File: config.mk
export PLATFORM = sky130hd
export DESIGN_NAME = mem_arbiter_flat
export DESIGN_NICKNAME = d
export VERILOG_FILES = /design/src/rtl/mem_ctrl_pkg.sv /design/src/rtl/mem_arbiter_if.sv /design/src/rtl/mem_rd_pipe.sv /design/src/rtl/mem_arbiter.sv /design/src/flat_wrapper.sv
export SDC_FILE = /design/constraint.sdc
export NUM_CORES = 1
export LEC_CHECK = 0
export BUFFER_PORTS_ARGS = -buffer_cell sky130_fd_sc_hd__buf_2
export CAP_MARGIN = 20
export CORE_MARGIN = 2
export CORE_UTILIZATION = 36
export CTS_CLUSTER_DIAMETER = 60
export DETAILED_ROUTE_END_ITERATION = 10
export MAX_ROUTING_LAYER = met4
export PLACE_DENSITY_LB_ADDON = 0.12
export REMOVE_ABC_BUFFERS = 1
export SETUP_SLACK_MARGIN = 0.2
export SLEW_MARGIN = 20
export SYNTH_ARGS = -nofsm -noshare
export SYNTH_HDL_FRONTEND = slang
export SYNTH_SLANG_ARGS = --single-unit
export TNS_END_PERCENT = 30
File: constraint.sdc
create_clock -name clock -period 2.6 [get_ports clock]
set_input_delay 0.13 -clock clock [delete_from_list [all_inputs] [get_ports clock]]
set_output_delay 0.13 -clock clock [all_outputs]
set_load 0.02 [all_outputs]
File: src/rtl/mem_ctrl_pkg.sv
`default_nettype none
// +----------------------------------------------------------------------------+
// | Module      : mem_ctrl_pkg                                                 |
// | Description : Shared types, encodings and helpers for the memory arbiter.  |
// | Revision    : 1.0                                                          |
// +----------------------------------------------------------------------------+
package mem_ctrl_pkg;

    localparam logic [1:0] SIZE_1W    = 2'b00;
    localparam logic [1:0] SIZE_4W    = 2'b01;
    localparam logic [1:0] SIZE_8W    = 2'b10;
    localparam logic [1:0] SIZE_16W   = 2'b11;
    localparam int         WORD_BYTES = 4;

    typedef enum logic [1:0] {
        IDLE  = 2'd0,
        BURST = 2'd1,
        DRAIN = 2'd2,
        DONE  = 2'd3
    } state_t;

    typedef enum logic {
        OWN_IF = 1'b0,
        OWN_D  = 1'b1
    } owner_t;

    typedef struct packed {
        logic   valid;
        owner_t owner;
    } rd_tag_t;

    function automatic logic [4:0] size_to_beats(input logic [1:0] size);
        case (size)
            SIZE_1W: return 5'd1;
            SIZE_4W: return 5'd4;
            SIZE_8W: return 5'd8;
            default: return 5'd16;
        endcase
    endfunction

endpackage
`default_nettype wire

File: src/rtl/mem_arbiter_if.sv
`default_nettype none
// +----------------------------------------------------------------------------+
// | Module      : mem_arbiter_if                                               |
// | Description : Requester and memory-side signals of the memory arbiter.     |
// | Revision    : 1.0                                                          |
// +----------------------------------------------------------------------------+
interface mem_arbiter_if #(
    parameter int ADDR_W = 32
);
    logic              if_req;
    logic [ADDR_W-1:0] if_addr;
    logic [1:0]        if_size;
    logic              if_gnt;
    logic              if_rvalid;
    logic [31:0]       if_rdata;
    logic              if_done;

    logic              d_req;
    logic [ADDR_W-1:0] d_addr;
    logic [1:0]        d_size;
    logic              d_rw;
    logic [31:0]       d_wdata;
    logic              d_gnt;
    logic              d_wready;
    logic              d_rvalid;
    logic [31:0]       d_rdata;
    logic              d_done;

    logic [ADDR_W-1:0] mem_address;
    logic [31:0]       mem_data_in;
    logic [1:0]        mem_access_size;
    logic              mem_rw;
    logic              mem_enable;
    logic [31:0]       mem_data_out;

    // Arbiter side
    modport slave (
        input  if_req, if_addr, if_size,
        output if_gnt, if_rvalid, if_rdata, if_done,
        input  d_req, d_addr, d_size, d_rw, d_wdata,
        output d_gnt, d_wready, d_rvalid, d_rdata, d_done,
        output mem_address, mem_data_in, mem_access_size, mem_rw, mem_enable,
        input  mem_data_out
    );

    // Requesters plus memory
    modport master (
        output if_req, if_addr, if_size,
        input  if_gnt, if_rvalid, if_rdata, if_done,
        output d_req, d_addr, d_size, d_rw, d_wdata,
        input  d_gnt, d_wready, d_rvalid, d_rdata, d_done,
        input  mem_address, mem_data_in, mem_access_size, mem_rw, mem_enable,
        output mem_data_out
    );

endinterface
`default_nettype wire

File: src/rtl/mem_rd_pipe.sv
`default_nettype none
// +----------------------------------------------------------------------------+
// | Module      : mem_rd_pipe                                                  |
// | Description : READ_LATENCY-deep {valid, owner} tracker for read beats.     |
// | Revision    : 1.0                                                          |
// +----------------------------------------------------------------------------+
module mem_rd_pipe
    import mem_ctrl_pkg::*;
#(
    parameter int READ_LATENCY = 1
) (
    input  wire logic    clock,
    input  wire logic    reset,
    input  wire logic    i_flush,
    input  wire rd_tag_t i_tag,
    output rd_tag_t      o_tag,
    output logic         o_busy
);

    rd_tag_t r_stage_q [READ_LATENCY];
    rd_tag_t w_stage_d [READ_LATENCY];

    always_comb begin
        for (int i = 0; i < READ_LATENCY; i++) begin
            w_stage_d[i] = '0;
        end
        if (!i_flush) begin
            w_stage_d[0] = i_tag;
            for (int i = 1; i < READ_LATENCY; i++) begin
                w_stage_d[i] = r_stage_q[i-1];
            end
        end
    end

    always_ff @(posedge clock or posedge reset) begin
        if (reset) begin
            for (int i = 0; i < READ_LATENCY; i++) begin
                r_stage_q[i] <= '0;
            end
        end else begin
            for (int i = 0; i < READ_LATENCY; i++) begin
                r_stage_q[i] <= w_stage_d[i];
            end
        end
    end

    assign o_tag = r_stage_q[READ_LATENCY-1];

    // The last stage is returning data this cycle, so it does not count as pending.
    generate
        if (READ_LATENCY > 1) begin : g_busy
            always_comb begin
                o_busy = 1'b0;
                for (int i = 0; i < READ_LATENCY - 1; i++) begin
                    o_busy = o_busy | r_stage_q[i].valid;
                end
            end
        end else begin : g_no_busy
            assign o_busy = 1'b0;
        end
    endgenerate

endmodule
`default_nettype wire

File: src/rtl/mem_arbiter.sv
`default_nettype none
// +----------------------------------------------------------------------------+
// | Module      : mem_arbiter                                                  |
// | Description : Round-robin fetch/data arbiter sequencing bursts to memory.  |
// | Revision    : 1.0                                                          |
// +----------------------------------------------------------------------------+
module mem_arbiter
    import mem_ctrl_pkg::*;
#(
    parameter int READ_LATENCY = 1,
    parameter int ADDR_W       = 32
) (
    input  wire logic    clock,
    input  wire logic    reset,
    mem_arbiter_if.slave bus
);

    state_t            r_state_q,      w_state_d;
    owner_t            r_owner_q,      w_owner_d;
    owner_t            r_last_owner_q, w_last_owner_d;
    owner_t            w_pick;
    logic [ADDR_W-1:0] r_addr_q,       w_addr_d;
    logic [4:0]        r_beats_q,      w_beats_d;
    logic [4:0]        r_beat_q,       w_beat_d;
    logic              r_rw_q,         w_rw_d;
    logic              r_gnt_if_q,     w_gnt_if_d;
    logic              r_gnt_d_q,      w_gnt_d_d;
    logic              r_alive_q,      w_alive_d;

    logic              w_in_burst;
    logic              w_last_beat;
    logic              w_flush;
    logic              w_pipe_busy;
    rd_tag_t           w_tag_in;
    rd_tag_t           w_tag_out;

    assign w_in_burst  = (r_state_q == BURST);
    assign w_last_beat = (r_beat_q == r_beats_q - 5'd1);
    assign w_flush     = (r_state_q == IDLE);
    assign w_alive_d   = 1'b1;

    always_comb begin
        w_state_d      = r_state_q;
        w_owner_d      = r_owner_q;
        w_last_owner_d = r_last_owner_q;
        w_addr_d       = r_addr_q;
        w_beats_d      = r_beats_q;
        w_beat_d       = r_beat_q;
        w_rw_d         = r_rw_q;
        w_pick         = OWN_IF;

        case (r_state_q)
            IDLE: begin
                if (bus.if_req || bus.d_req) begin
                    if (bus.if_req && bus.d_req) begin
                        w_pick = (r_last_owner_q == OWN_D) ? OWN_IF : OWN_D;
                    end else begin
                        w_pick = bus.if_req ? OWN_IF : OWN_D;
                    end
                    w_owner_d = w_pick;
                    if (w_pick == OWN_IF) begin
                        w_addr_d  = bus.if_addr & ~ADDR_W'(3);
                        w_beats_d = size_to_beats(bus.if_size);
                        w_rw_d    = 1'b1;
                    end else begin
                        w_addr_d  = bus.d_addr & ~ADDR_W'(3);
                        w_beats_d = size_to_beats(bus.d_size);
                        w_rw_d    = bus.d_rw;
                    end
                    w_beat_d  = '0;
                    w_state_d = BURST;
                end
            end
            BURST: begin
                w_beat_d = r_beat_q + 5'd1;
                if (w_last_beat) begin
                    w_state_d = r_rw_q ? DRAIN : DONE;
                end
            end
            DRAIN: begin
                if (!w_pipe_busy) begin
                    w_state_d = DONE;
                end
            end
            DONE: begin
                w_last_owner_d = r_owner_q;
                w_state_d      = IDLE;
            end
            default: begin
                w_state_d = IDLE;
            end
        endcase

        // Grant follows ownership of the next state so it drops as DONE begins.
        w_gnt_if_d = ((w_state_d == BURST) || (w_state_d == DRAIN)) && (w_owner_d == OWN_IF);
        w_gnt_d_d  = ((w_state_d == BURST) || (w_state_d == DRAIN)) && (w_owner_d == OWN_D);
    end

    always_ff @(posedge clock or posedge reset) begin
        if (reset) begin
            r_state_q      <= IDLE;
            r_owner_q      <= OWN_IF;
            r_last_owner_q <= OWN_D;
            r_addr_q       <= '0;
            r_beats_q      <= '0;
            r_beat_q       <= '0;
            r_rw_q         <= 1'b0;
            r_gnt_if_q     <= 1'b0;
            r_gnt_d_q      <= 1'b0;
            r_alive_q      <= 1'b0;
        end else begin
            r_state_q      <= w_state_d;
            r_owner_q      <= w_owner_d;
            r_last_owner_q <= w_last_owner_d;
            r_addr_q       <= w_addr_d;
            r_beats_q      <= w_beats_d;
            r_beat_q       <= w_beat_d;
            r_rw_q         <= w_rw_d;
            r_gnt_if_q     <= w_gnt_if_d;
            r_gnt_d_q      <= w_gnt_d_d;
            r_alive_q      <= w_alive_d;
        end
    end

    assign w_tag_in.valid = w_in_burst && r_rw_q;
    assign w_tag_in.owner = r_owner_q;

    mem_rd_pipe #(
        .READ_LATENCY (READ_LATENCY)
    ) u_rd_pipe (
        .clock   (clock),
        .reset   (reset),
        .i_flush (w_flush),
        .i_tag   (w_tag_in),
        .o_tag   (w_tag_out),
        .o_busy  (w_pipe_busy)
    );

    // mem_rw idles as read, but stays 0 until the first clock after reset.
    assign bus.mem_enable      = w_in_burst;
    assign bus.mem_address     = w_in_burst ? (r_addr_q + ADDR_W'(r_beat_q) * ADDR_W'(WORD_BYTES)) : '0;
    assign bus.mem_rw          = w_in_burst ? r_rw_q : r_alive_q;
    assign bus.mem_data_in     = w_in_burst ? bus.d_wdata : '0;
    assign bus.mem_access_size = SIZE_1W;

    assign bus.if_gnt    = r_gnt_if_q;
    assign bus.d_gnt     = r_gnt_d_q;
    assign bus.d_wready  = w_in_burst && !r_rw_q && (r_owner_q == OWN_D);

    assign bus.if_rvalid = w_tag_out.valid && (w_tag_out.owner == OWN_IF);
    assign bus.d_rvalid  = w_tag_out.valid && (w_tag_out.owner == OWN_D);
    assign bus.if_rdata  = bus.if_rvalid ? bus.mem_data_out : '0;
    assign bus.d_rdata   = bus.d_rvalid  ? bus.mem_data_out : '0;

    assign bus.if_done   = (r_state_q == DONE) && (r_owner_q == OWN_IF);
    assign bus.d_done    = (r_state_q == DONE) && (r_owner_q == OWN_D);

endmodule
`default_nettype wire

File: src/flat_wrapper.sv
// flat-port wrapper written by rule: the top's interface ports become plain ports
module mem_arbiter_flat import mem_ctrl_pkg::*;
#(
    parameter int READ_LATENCY = 1,
    parameter int ADDR_W       = 32
)
  (clock, reset, bus_if_req, bus_if_addr, bus_if_size, bus_if_gnt, bus_if_rvalid, bus_if_rdata, bus_if_done, bus_d_req, bus_d_addr, bus_d_size, bus_d_rw, bus_d_wdata, bus_d_gnt, bus_d_wready, bus_d_rvalid, bus_d_rdata, bus_d_done, bus_mem_address, bus_mem_data_in, bus_mem_access_size, bus_mem_rw, bus_mem_enable, bus_mem_data_out);
  mem_arbiter_if #(.ADDR_W(ADDR_W)) bus_i ();
  input  wire logic clock;
  input  wire logic reset;
  input wire logic [$bits(bus_i.if_req)-1:0] bus_if_req;
  input wire logic [$bits(bus_i.if_addr)-1:0] bus_if_addr;
  input wire logic [$bits(bus_i.if_size)-1:0] bus_if_size;
  output wire logic [$bits(bus_i.if_gnt)-1:0] bus_if_gnt;
  output wire logic [$bits(bus_i.if_rvalid)-1:0] bus_if_rvalid;
  output wire logic [$bits(bus_i.if_rdata)-1:0] bus_if_rdata;
  output wire logic [$bits(bus_i.if_done)-1:0] bus_if_done;
  input wire logic [$bits(bus_i.d_req)-1:0] bus_d_req;
  input wire logic [$bits(bus_i.d_addr)-1:0] bus_d_addr;
  input wire logic [$bits(bus_i.d_size)-1:0] bus_d_size;
  input wire logic [$bits(bus_i.d_rw)-1:0] bus_d_rw;
  input wire logic [$bits(bus_i.d_wdata)-1:0] bus_d_wdata;
  output wire logic [$bits(bus_i.d_gnt)-1:0] bus_d_gnt;
  output wire logic [$bits(bus_i.d_wready)-1:0] bus_d_wready;
  output wire logic [$bits(bus_i.d_rvalid)-1:0] bus_d_rvalid;
  output wire logic [$bits(bus_i.d_rdata)-1:0] bus_d_rdata;
  output wire logic [$bits(bus_i.d_done)-1:0] bus_d_done;
  output wire logic [$bits(bus_i.mem_address)-1:0] bus_mem_address;
  output wire logic [$bits(bus_i.mem_data_in)-1:0] bus_mem_data_in;
  output wire logic [$bits(bus_i.mem_access_size)-1:0] bus_mem_access_size;
  output wire logic [$bits(bus_i.mem_rw)-1:0] bus_mem_rw;
  output wire logic [$bits(bus_i.mem_enable)-1:0] bus_mem_enable;
  input wire logic [$bits(bus_i.mem_data_out)-1:0] bus_mem_data_out;
  assign bus_i.if_req = bus_if_req;
  assign bus_i.if_addr = bus_if_addr;
  assign bus_i.if_size = bus_if_size;
  assign bus_if_gnt = bus_i.if_gnt;
  assign bus_if_rvalid = bus_i.if_rvalid;
  assign bus_if_rdata = bus_i.if_rdata;
  assign bus_if_done = bus_i.if_done;
  assign bus_i.d_req = bus_d_req;
  assign bus_i.d_addr = bus_d_addr;
  assign bus_i.d_size = bus_d_size;
  assign bus_i.d_rw = bus_d_rw;
  assign bus_i.d_wdata = bus_d_wdata;
  assign bus_d_gnt = bus_i.d_gnt;
  assign bus_d_wready = bus_i.d_wready;
  assign bus_d_rvalid = bus_i.d_rvalid;
  assign bus_d_rdata = bus_i.d_rdata;
  assign bus_d_done = bus_i.d_done;
  assign bus_mem_address = bus_i.mem_address;
  assign bus_mem_data_in = bus_i.mem_data_in;
  assign bus_mem_access_size = bus_i.mem_access_size;
  assign bus_mem_rw = bus_i.mem_rw;
  assign bus_mem_enable = bus_i.mem_enable;
  assign bus_i.mem_data_out = bus_mem_data_out;
  mem_arbiter #(.READ_LATENCY(READ_LATENCY), .ADDR_W(ADDR_W)) u_core (.clock(clock), .reset(reset), .bus(bus_i));
endmodule
==> impl_results.md, run 1 <==
* Status: complete, but fails checks
* Failing checks: setup timing
* GPL Wtd Cong at 0.840
* Io pins at 276
* Area growth syn-to-layout at 49.6%
* Die width at 108 µm
* Asr flop ratio synth at 100%
* Die ar. at 0.0116 mm²
* Layout cells sized above 1 at 44.8%
* EDFF count, synth at 0
* Most common cell after layout, fill and taps aside: buf_2
* First-iteration detailed-routing DRC count at about 230
* Post-synth top area cell: dfrtp_1
* Overall Power at 8.00 mW
* PD cells at roughly 1400 mW/mm²
* Final setup fails at 1
* Fmax at 380 MHz
* Crit share post-route at 101%
* Final Hold Vio Count at 0
* CP max FO at 6
* DP Cell Count at 865
* Setup TNS at -0.0336 ns
* Ys Warns at 0
* Leakage power at 3.11 nW
* RSZ-0062 raised after global routing: yes
* Register area share after synthesis at 31.8%
* Die H at 108 µm
* Max cap viols at 0
* WP data required at around 2.5 ns
* Fin nets at 894
* Detailed-route wire length at 12300 µm
* Clock buffer count from CTS at 5
* Slew margin rel. at 53.1%
* WP data arrival at 2.50 ns
* ANT nets after route at 0
* Post-Synthesis Cells at 479
* CTS root buffer: clkbuf_8
* Worst-path clk slew at ~0.090 ns
* Buf/Inv on CP at 2
* Wire length per cell at 13.9 µm
* Drc violations at 0
* Core Rows at 37
* Startpoint Class: register
* Initial antenna violation count at 2
* Post-synth top flop: dfrtp_1
* Via count at 4343
* Total track usage at 20.7%
* Tightest Pin Transition at 0.700 ns
* Final worst path period need at 2.63 ns
* Distinct cells, synth at 48
* Largest net degree at the start of global routing at 68
* Top delay family on crit path: simple AND/OR/NAND/NOR gates
* Finished Layout Cells at 888
* Crit path kind: reg2out
* HP Class: in2reg
* Synth Cell Area at 0.00386 mm²
* Routed vias/inst at 4.89
* Count of input and output buffers at 267
* Vias in the first global route at 3884
* Avg Inst Size Synth at 8.07 µm²
* Top cells by area, synth: dfrtp_1 (31%), and2_1 (11%), mux2i_1 (7.8%), and3_1 (6.2%), nor2_1 (6.0%)
* Final Max Tran Viols at 0
* Clock Latency Late Sink at 0.30 ns
* Area of the core at around 0.010 mm²
* Fin worst setup slack at -0.0336 ns
* Worst Setup End Kind: output port
* First-pass GRT wire length at 18800 µm
* Peak supply drop at slightly below 0.0008 V
* DP Wirelength at 9490 µm
* Most frequent cells in the layout: buf_2 (251), and2_1 (68), nor2_1 (62), dfrtp_1 (44), a21oi_1 (39)
* Critical-path cell list: ha_4 > inv_2 > fa_2 > nor2b_2 > o31a_1 > o21ai_4 > or4_4 > a21oi_2 > buf_6
* Register bit total from synthesis at 49
* Clk buf depth at 2
* Share of the synthesized area in the top cell type at just over 30%
* Router iterations before antenna repair at 4
* H-tree depth at 2
* Starting Density at roughly 37%
* Slowest CP cell: or4_4
* CP max stage delay at about 0.51 ns
* Worst clock skew at 0.00668 ns
* Clock Sinks at between 40 and 50
* Total gr overflow at 0
* CTS tree: built
## worst register-to-register path, delay by kind of cell (launching register included)
kind / cells / cell delay (ns)
flops: 1 / 0.46
compound gates: 2 / 0.25
buf+inv: 3 / 0.55
simple gates: 2 / 0.54
## through the flow
step | hold WS, ns | cell area, µm² | worst slack (ns) | util (%)
floorplan | 0.256 | 3710 | -2.62 | -
global placement | 0.124 | 5380 | 0.182 | 51.9
detailed placement | 0.128 | 5380 | 0.132 | 51.9
CTS | 0.0310 | 5660 | -0.0366 | 54.5
global route | 0.0336 | 5780 | -0.147 | 55.7
finish | 0.0326 | 5780 | -0.0336 | 55.7
## synth_stat cells (4+ instances only)
cell type  instances
a21oi_1           43
a31oi_1            5
and2_1            68
and3_1            38
buf_2              5
buf_4              4
clkbuf_1          27
dfrtp_1           48
ha_1               7
inv_1             14
mux2i_1           30
nand2_1           12
nand3_1            7
nand4_1            8
nor2_1            62
nor2b_1            4
nor3_1             8
o211ai_1           5
o21ai_0           13
o31ai_1            4
xnor2_1            6
xor2_1            19
## cell type report
class                           instances  area (µm²)
Timing Repair Buffer                  298        1660
Clock inverter                          2        15.0
Fill cell                             988        4590
Clock buffer                            6        72.6
Sequential cell                        49        1230
Inverter                               14        52.6
Tap cell                              136         170
Multi-Input combinational cell        381        2570
Antenna cell                            2        5.00
## report_power, final
part	internal [mW]	switching [mW]
logic	2.45	3.55
registers	1.14	0.404
clock network	0.190	0.261
## routing by layer
metal / wire length, µm / GRT usage, %
met3: 717 / 2.78
met4: 141 / 5.22
met1: 4980 / 24.0
met2: 6470 / 37.6
met5: 0 / -
## state kept, by name (all words and copies together) (netlist names)
signal	count
u_core.r_addr_q	30
u_core.r_beat_q	5
u_core.r_beats_q	4
u_core.r_state_q	2
u_core.u_rd_pipe.o_tag	2
u_core.bus.d_gnt	1
u_core.bus.if_gnt	1
u_core.r_alive_q	1
u_core.r_last_owner_q	1
u_core.r_owner_q	1
u_core.r_rw_q	1
## final timing paths
check,endpoint,depth (start not counted),slack (ns),from
setup / recovery,bus_mem_address[22],9,-0.03,u_core.r_beat_q[0]
hold / removal,u_core.r_rw_q,2,0.03,bus_d_rw
setup reg to reg,u_core.r_beat_q[2],7,0.72,u_core.r_state_q[1]
hold reg to reg,u_core.r_last_owner_q,1,0.54,u_core.r_last_owner_q
max in group asynchronous,u_core.r_beat_q[3],4,1.49,reset
min in group asynchronous,u_core.r_owner_q,3,0.33,reset
## repair_timing
item	in CTS	in global routing
pin swaps	11	9
hold buffers	1	0
endpoints found under the setup margin	16	21
setup buffers	7	5
endpoints found under the hold margin	15	0
gates resized for setup	32	22
## kinds of logic after synthesis
logic type	count (synthesis)	synth area share, %
DFF	49	31.8
xor gates and xnor gates	25	5.67
and+or+nand+nor	228	33.5
AOI/OAI and AO/OA	85	12.8
muxes	30	7.77
other	2	0.194
adders and majority gates	8	2.78
buffers and inverters	52	5.60
(Power assumes the default switching activity.)
==> inputs of run 2 (changes only) <==
--- a/config.mk
+++ b/config.mk
@@ -7,10 +7,10 @@
 export LEC_CHECK = 0
 export BUFFER_PORTS_ARGS = -buffer_cell sky130_fd_sc_hd__buf_2
 export CAP_MARGIN = 20
-export CORE_MARGIN = 2
-export CORE_UTILIZATION = 36
+export CORE_AREA = 2 2 108 110
 export CTS_CLUSTER_DIAMETER = 60
 export DETAILED_ROUTE_END_ITERATION = 10
+export DIE_AREA = 0 0 110 112
 export MAX_ROUTING_LAYER = met4
 export PLACE_DENSITY_LB_ADDON = 0.12
 export REMOVE_ABC_BUFFERS = 1
==> run 2 against run 1 <==
Compared with the run above:
- the flow finishes with violations (hold timing, setup timing)
- final cell count increased by 0.45%
- count of clock-buffer cells in the layout decreased by 1
- clock skew increased by 0.0026 ns
- first-iteration DRC count increased by 0.44%
- fmax increased by 1.1%
- critical path type unchanged
- critical endpoint unchanged
==> impl_results.md, run 2 (synthesis gave the netlist of run 1 again) <==
* Die H at 112 µm (+4.1%)
* First-iteration detailed-routing DRC count at 229 (+0.44%)
* Area growth syn-to-layout at 50.6%
* Wire length per cell at 14.8 µm (+6.7%)
* Clock buffer count from CTS at 5 (unchanged)
* Most common cell after layout, fill and taps aside: buf_2
* Crit path kind: reg2out
* Area of the core at 0.0112 mm² (+7.8%)
* First-pass GRT wire length at 19700 µm (+4.6%)
* Setup TNS at -0.00475 ns (+0.0289 ns)
* Slowest CP cell: or4_4
* HP Class: in2async
* Largest Register: u_core.r_addr_q
* Crit share post-route at 100% (-1.1 points)
* RR Endpoint: u_core.r_addr_q[16]
* GPL Wtd Cong at 0.770 (-8.3%)
* R2R Setup Slk at 0.84 ns (+0.12 ns)
* Io pins at 276 (unchanged)
* CTS tree: built
* Clock Latency Late Sink at 0.29 ns (about the same)
* ANT nets after route at 0 (unchanged)
* FF-to-FF Start: u_core.r_last_owner_q
* Clk pwr share at 9.3% (+3.7 points)
* Part of the power in registers at 19.1% (-0.2 points)
* Power Internal at 3.87 mW (+2.4%)
* Worst clock skew at 0.00930 ns (+0.00263 ns)
* Final setup fails at 1 (unchanged)
* PD cells at 1390 mW/mm² (+0.71%)
* Largest net degree at the start of global routing at 54 (-21%)
* Switch Pwr at 4.24 mW (+0.47%)
* Initial antenna violation count at 3 (+1)
* Pre-CTS setup slack at 0.138 ns (+0.00610 ns)
* WP data required at 2.47 ns (about the same)
* Clk buf depth at 2 (unchanged)
* Routed vias/inst at 4.85 (-0.91%)
* Fin worst setup slack at -0.00475 ns (+0.0289 ns)
* Starting Density at 34.6% (-2.7 points)
* Vias in the first global route at 4010 (+3.2%)
* Worst Setup End Kind: output port
* DP Wirelength at 10400 µm (+9.2%)
* CP max FO at 5 (-1)
* Router iterations before antenna repair at 4 (unchanged)
* Fillers at 1099 (+11%)
* Max FFs per register at 30 (unchanged)
* CTS root buffer: clkbuf_16
* RSZ-0062 raised after global routing: yes
* Most frequent cells in the layout: buf_2 (254), and2_1 (68), nor2_1 (62), dfrtp_1 (44), a21oi_1 (40)
* Count of input and output buffers at 267 (unchanged)
* WP data arrival at 2.47 ns (-0.03 ns)
* Critical-path cell list: ha_2 > inv_2 > fa_2 > nor2b_4 > o31a_1 > o21ai_4 > or4_4 > a21oi_2 > buf_4
* Final Max Tran Viols at 0 (unchanged)
* Die ar. at 0.0123 mm² (+6.4%)
* Fin nets at 890 (-0.45%)
* Total track usage at 20.7% (+0.055 points)
* Combinational share of power at 71.6% (-3.5 points)
* Worst Reg-to-Reg Cells at 4 (-3)
* Hold Slack at -0.00805 ns (-0.0406 ns)
* Final Cell Area at 0.00582 mm² (+0.67%)
* Net Sw Frac at 52.3% (-0.47 points)
* Worst-path clk slew at 0.07 ns (-0.02 ns)
* Core Rows at 39 (+5.4%)
* Slew margin rel. at 46.1% (-7.0 points)
* Detailed-route wire length at 13200 µm (+7.1%)
* Fmax at 384 MHz (+1.1%)
* Drc violations at 0 (unchanged)
* Status: complete, but fails checks
* Layout cells sized above 1 at 44.5% (-0.30 points)
* Final Hold Vio Count at 5 (+5)
* H-tree depth at 2 (unchanged)
* Worst path depth at 9 (unchanged)
* Max cap viols at 0 (unchanged)
* Failing checks: hold timing, setup timing
* Peak supply drop at 0.000833 V (+5.9%)
* Clock Sinks at 49 (unchanged)
* Overall Power at 8.11 mW (+1.4%)
* Top delay family on crit path: simple AND/OR/NAND/NOR gates
* Tightest Pin Transition at 0.805 ns (+0.105 ns)
* Die width at 110 µm (+2.2%)
* Startpoint Class: register
* Via count at 4323 (-0.46%)
* Hold_buf cts at 0 (-1)
* Leakage power at 3.14 nW (+0.85%)
* CP max stage delay at 0.49 ns (-0.02 ns)
* Biggest regs: u_core.r_addr_q: 30 flops, u_core.r_beat_q: 5 flops, u_core.r_beats_q: 4 flops
* Placed Area at 0.00540 mm² (+0.40%)
* Buf/Inv on CP at 2 (unchanged)
* Final worst path period need at 2.60 ns (-0.0289 ns)
* Total gr overflow at 0 (unchanged)
[run 2: repair_timing]
item / 4_1_cts / 5_1_grt
gates resized for setup: 13 / 28
pin swaps: 3 / 9
buffers inserted: 2 / 7
endpoints found under the setup margin: 14 / 25
[run 2: metal layers]
| metal | vias up | wire length (µm) | GRT usage [%] |
|---|---|---|---|
| li1 | 2172 | - | - |
| met1 | 1994 | 5200 | 23.2 |
| met2 | 151 | 6940 | 37.3 |
| met3 | 6 | 981 | 3.57 |
| met4 | 0 | 59 | 5.57 |
| met5 | - | 0 | - |
[run 2: layout make-up]
cell class	instances	area, µm²	share of cell area (%)
Antenna cell	3	7.51	0.129
Clock buffer	5	125	2.15
Clock inverter	3	43.8	0.753
Inverter	14	52.6	0.903
Multi-Input combinational cell	381	2560	44.0
Sequential cell	49	1230	21.2
Tap cell	143	179	3.07
Timing Repair Buffer	294	1620	27.8
[run 2: how the worst max path moves through the flow]
stage               slack [ns]             endpoint           startpoint
floorplan                -2.62   u_core.r_beat_q[2]  u_core.r_state_q[0]
global placement          0.17  bus_mem_address[22]   u_core.r_beat_q[0]
detailed placement        0.14  bus_mem_address[22]   u_core.r_beat_q[0]
CTS                       0.01  bus_mem_address[22]   u_core.r_beat_q[0]
global route             -0.11  bus_mem_address[22]   u_core.r_addr_q[2]
finish                  -0.005  bus_mem_address[22]   u_core.r_beat_q[0]
[run 2: metrics by stage]
step | hold WS, ns | std cells | util (%)
floorplan | 0.256 | 444 | -
global placement | 0.351 | 872 | 48.3
detailed placement | 0.350 | 872 | 48.3
CTS | 0.0358 | 882 | 50.5
global route | 0.0698 | 892 | 52.1
finish | -0.00805 | 892 | 52.1
[run 2: power groups by stage]
| stage | Clock [mW] | Combinational, mW | Sequential [mW] |
|---|---|---|---|
| after floorplan | 0 | 3.54 | 1.53 |
| after global placement | 0 | 5.39 | 1.51 |
| after detailed placement | 0 | 5.43 | 1.53 |
| after CTS | 0.775 | 5.56 | 1.53 |
| after global routing | 0.801 | 6.34 | 1.61 |
| final | 0.753 | 5.81 | 1.55 |
[run 2: worst min-delay path, delay by kind of cell]
kind / cells / cell delay [ns]
buf+inv: 3 / 0.62
==> inputs of run 3 (changes only) <==
--- a/config.mk
+++ b/config.mk
@@ -7,10 +7,11 @@
 export LEC_CHECK = 0
 export BUFFER_PORTS_ARGS = -buffer_cell sky130_fd_sc_hd__buf_2
 export CAP_MARGIN = 20
-export CORE_AREA = 2 2 108 110
+export CORE_AREA = 2 2 107 109
+export CTS_BUF_LIST = sky130_fd_sc_hd__clkbuf_4
 export CTS_CLUSTER_DIAMETER = 60
 export DETAILED_ROUTE_END_ITERATION = 10
-export DIE_AREA = 0 0 110 112
+export DIE_AREA = 0 0 109 111
 export MAX_ROUTING_LAYER = met4
 export PLACE_DENSITY_LB_ADDON = 0.12
 export REMOVE_ABC_BUFFERS = 1
==> run 3 against run 2 <==
Compared with the run above:
- highest routed layer unchanged
- the run ends with setup timing left
- sequential power down 3%
- worst setup slack worse by 0.12 ns
- non-clock buffer count down 1
==> impl_results.md, run 3 (synthesis gave the netlist of run 1 again) <==
* Drc violations at 0 (unchanged)
* Slew margin rel. at 59.6% (+13 points)
* Final setup fails at 3 (+2)
* Peak supply drop at 0.000618 V (-26%)
* Clk buf depth at 2 (unchanged)
* ANT nets after route at 0 (unchanged)
* CP max stage delay at 0.51 ns (+0.02 ns)
* CTS root buffer: clkbuf_4
* Worst-path clk slew at 0.15 ns (+0.08 ns)
* Starting Density at 34.9% (+0.30 points)
* Slowest CP cell: or4_1
* Area of the core at 0.0111 mm² (-0.87%)
* Biggest regs: u_core.r_addr_q: 30 flops, u_core.r_beat_q: 5 flops, u_core.r_beats_q: 4 flops
* Failing checks: setup timing
* DP Cell Count at 874 (+0.23%)
* Via count at 4249 (-1.7%)
* Wire length per cell at 14.3 µm (-3.4%)
* Final Max Tran Viols at 0 (unchanged)
* PD cells at 1350 mW/mm² (-3.1%)
* Most frequent cells in the layout: buf_2 (256), and2_1 (68), nor2_1 (62), dfrtp_1 (45), a21oi_1 (39)
* Routed vias/inst at 4.77 (-1.6%)
* GR Util met2 at 36.6% (-0.70 points)
* Final Hold Vio Count at 0 (-5)
* GPL Wtd Cong at 0.782 (+1.6%)
* Status: complete, but fails checks
* Clock Latency Late Sink at 0.37 ns (+0.08 ns)
* Max FFs per register at 30 (unchanged)
* Router iterations before antenna repair at 5 (+1)
* Largest Register: u_core.r_addr_q
* Fin worst setup slack at -0.121 ns (-0.116 ns)
* Most common cell after layout, fill and taps aside: buf_2
* Die H at 111 µm (-0.89%)
* Fin nets at 889 (-0.11%)
* Io pins at 276 (unchanged)
* DP Wirelength at 10100 µm (-2.3%)
* Pre-CTS setup slack at 0.156 ns (+0.0188 ns)
* Total gr overflow at 0 (unchanged)
* Tightest Pin Transition at 0.607 ns (-0.199 ns)
* Crit share post-route at 105% (+4.5 points)
* Largest net degree at the start of global routing at 45 (-17%)
* Area growth syn-to-layout at 45.2%
* Worst clock skew at 0.0204 ns (+0.0111 ns)
* Worst Setup End Kind: output port
* CP max FO at 5 (unchanged)
* Crit path kind: reg2out
* WP data arrival at 2.59 ns (+0.12 ns)
* Vias in the first global route at 3982 (-0.70%)
* Clock Sinks at 49 (unchanged)
* Busiest grt layer: met2
* Die width at 109 µm (-0.91%)
* Critical-path cell list: ha_2 > inv_1 > fa_2 > nor2b_4 > o31a_1 > o21ai_2 > or4_1 > a21oi_2 > buf_4
* Clock buffer count from CTS at 5 (unchanged)
* H-tree depth at 2 (unchanged)
* Die ar. at 0.0121 mm² (-1.8%)
* WP data required at 2.47 ns (about the same)
* Detailed-route wire length at 12700 µm (-3.5%)
* RSZ-0062 raised after global routing: yes
* Layout cells sized above 1 at 43.1% (-1.4 points)
* Met1 Resource Use GR at 22.9% (-0.37 points)
* Leakage power at 3.07 nW (-2.4%)
* Core Rows at 39 (unchanged)
* Final worst path period need at 2.72 ns (+0.116 ns)
* Max cap viols at 0 (unchanged)
* First-iteration detailed-routing DRC count at 186 (-19%)
* First-pass GRT wire length at 19200 µm (-2.3%)
* CTS tree: built
* Total track usage at 20.5% (-0.30 points)
* HP Class: in2reg
* Fillers at 1101 (+0.18%)
* Fmax at 368 MHz (-4.3%)
* Startpoint Class: register
* M3 GR Usage at 4.06% (+0.49 points)
* Count of input and output buffers at 267 (unchanged)
* Initial antenna violation count at 3 (unchanged)
* Finished Layout Cells at 891 (-0.11%)
## run 3: cell types whose count changed in the layout (fill, tap and decap cells not counted), moves of 2 or more
cell           before  now
clkinv_1            0    2
dlygate4sd3_1       0    2
buf_2             254  256
buf_12              3    0
clkbuf_4            0    5
clkbuf_16           5    0
## run 3: layout make-up
cell class | count | area, µm² | share of cell area (%)
clock buffer | 5 | 37.5 | 0.669
antenna | 3 | 7.51 | 0.134
sequential | 49 | 1230 | 21.9
inverter | 14 | 52.6 | 0.937
tap | 143 | 179 | 3.19
multi-input combinational | 381 | 2510 | 44.8
timing repair buffer | 293 | 1570 | 28.0
clock inverter | 3 | 16.3 | 0.290
## run 3: per-layer routing
| layer | share of wire (%) | wire, µm |
|---|---|---|
| met2 | 51 | 6540 |
| met3 | 7.6 | 971 |
| met4 | 1.4 | 179 |
| met1 | 40 | 5030 |
| met5 | 0 | 0 |
## run 3: path summary, 6_finish.rpt
path | startpoint | endpoint | slack [ns] | cells past startpoint
worst min-delay path | bus_if_addr[10] | u_core.r_addr_q[10] | 0.05 | 3
worst max-delay path | u_core.r_beat_q[0] | bus_mem_address[22] | -0.12 | 9
max in group asynchronous | reset | u_core.r_last_owner_q | 1.51 | 4
worst min register to register | u_core.r_last_owner_q | u_core.r_last_owner_q | 0.55 | 1
worst max register to register | u_core.r_state_q[1] | u_core.r_addr_q[11] | 0.88 | 4
min in group asynchronous | reset | u_core.r_addr_q[27] | 0.30 | 3
## run 3: repair_timing
item,in CTS,in global routing
setup buffers,3,1
endpoints found under the hold margin,20,0
resized for setup,21,8
endpoints found under the setup margin,25,25
pin swaps,4,1
hold buffers,2,0
## run 3: metrics by stage
step	instance area, µm²	total power [mW]	hold WS (ns)	utilization (%)	TNS [ns]
6_report	5610	7.57	0.0507	50.6	-0.258
5_1_grt	5610	8.20	0.0412	50.6	-1.31
4_1_cts	5570	7.55	0.0320	50.3	-0.280
3_5_place_dp	5390	6.96	0.169	48.7	0
3_3_place_gp	5390	6.87	0.170	48.7	0
2_1_floorplan	3710	5.07	0.256	-	-91.72
## run 3: power breakdown
part           total, mW  switching, mW  internal [mW]
registers           1.51          0.376           1.14
clock network      0.358          0.255          0.104
logic               5.70           3.50           2.19
## run 3: critical path, delay by kind of cell (launching register included)
family,cells,cell delay [ns]
DFF,1,0.39
buffers and inverters,2,0.20
AOI/OAI and AO/OA,3,0.43
and+or+nand+nor,2,0.65
adders and majority gates,2,0.55
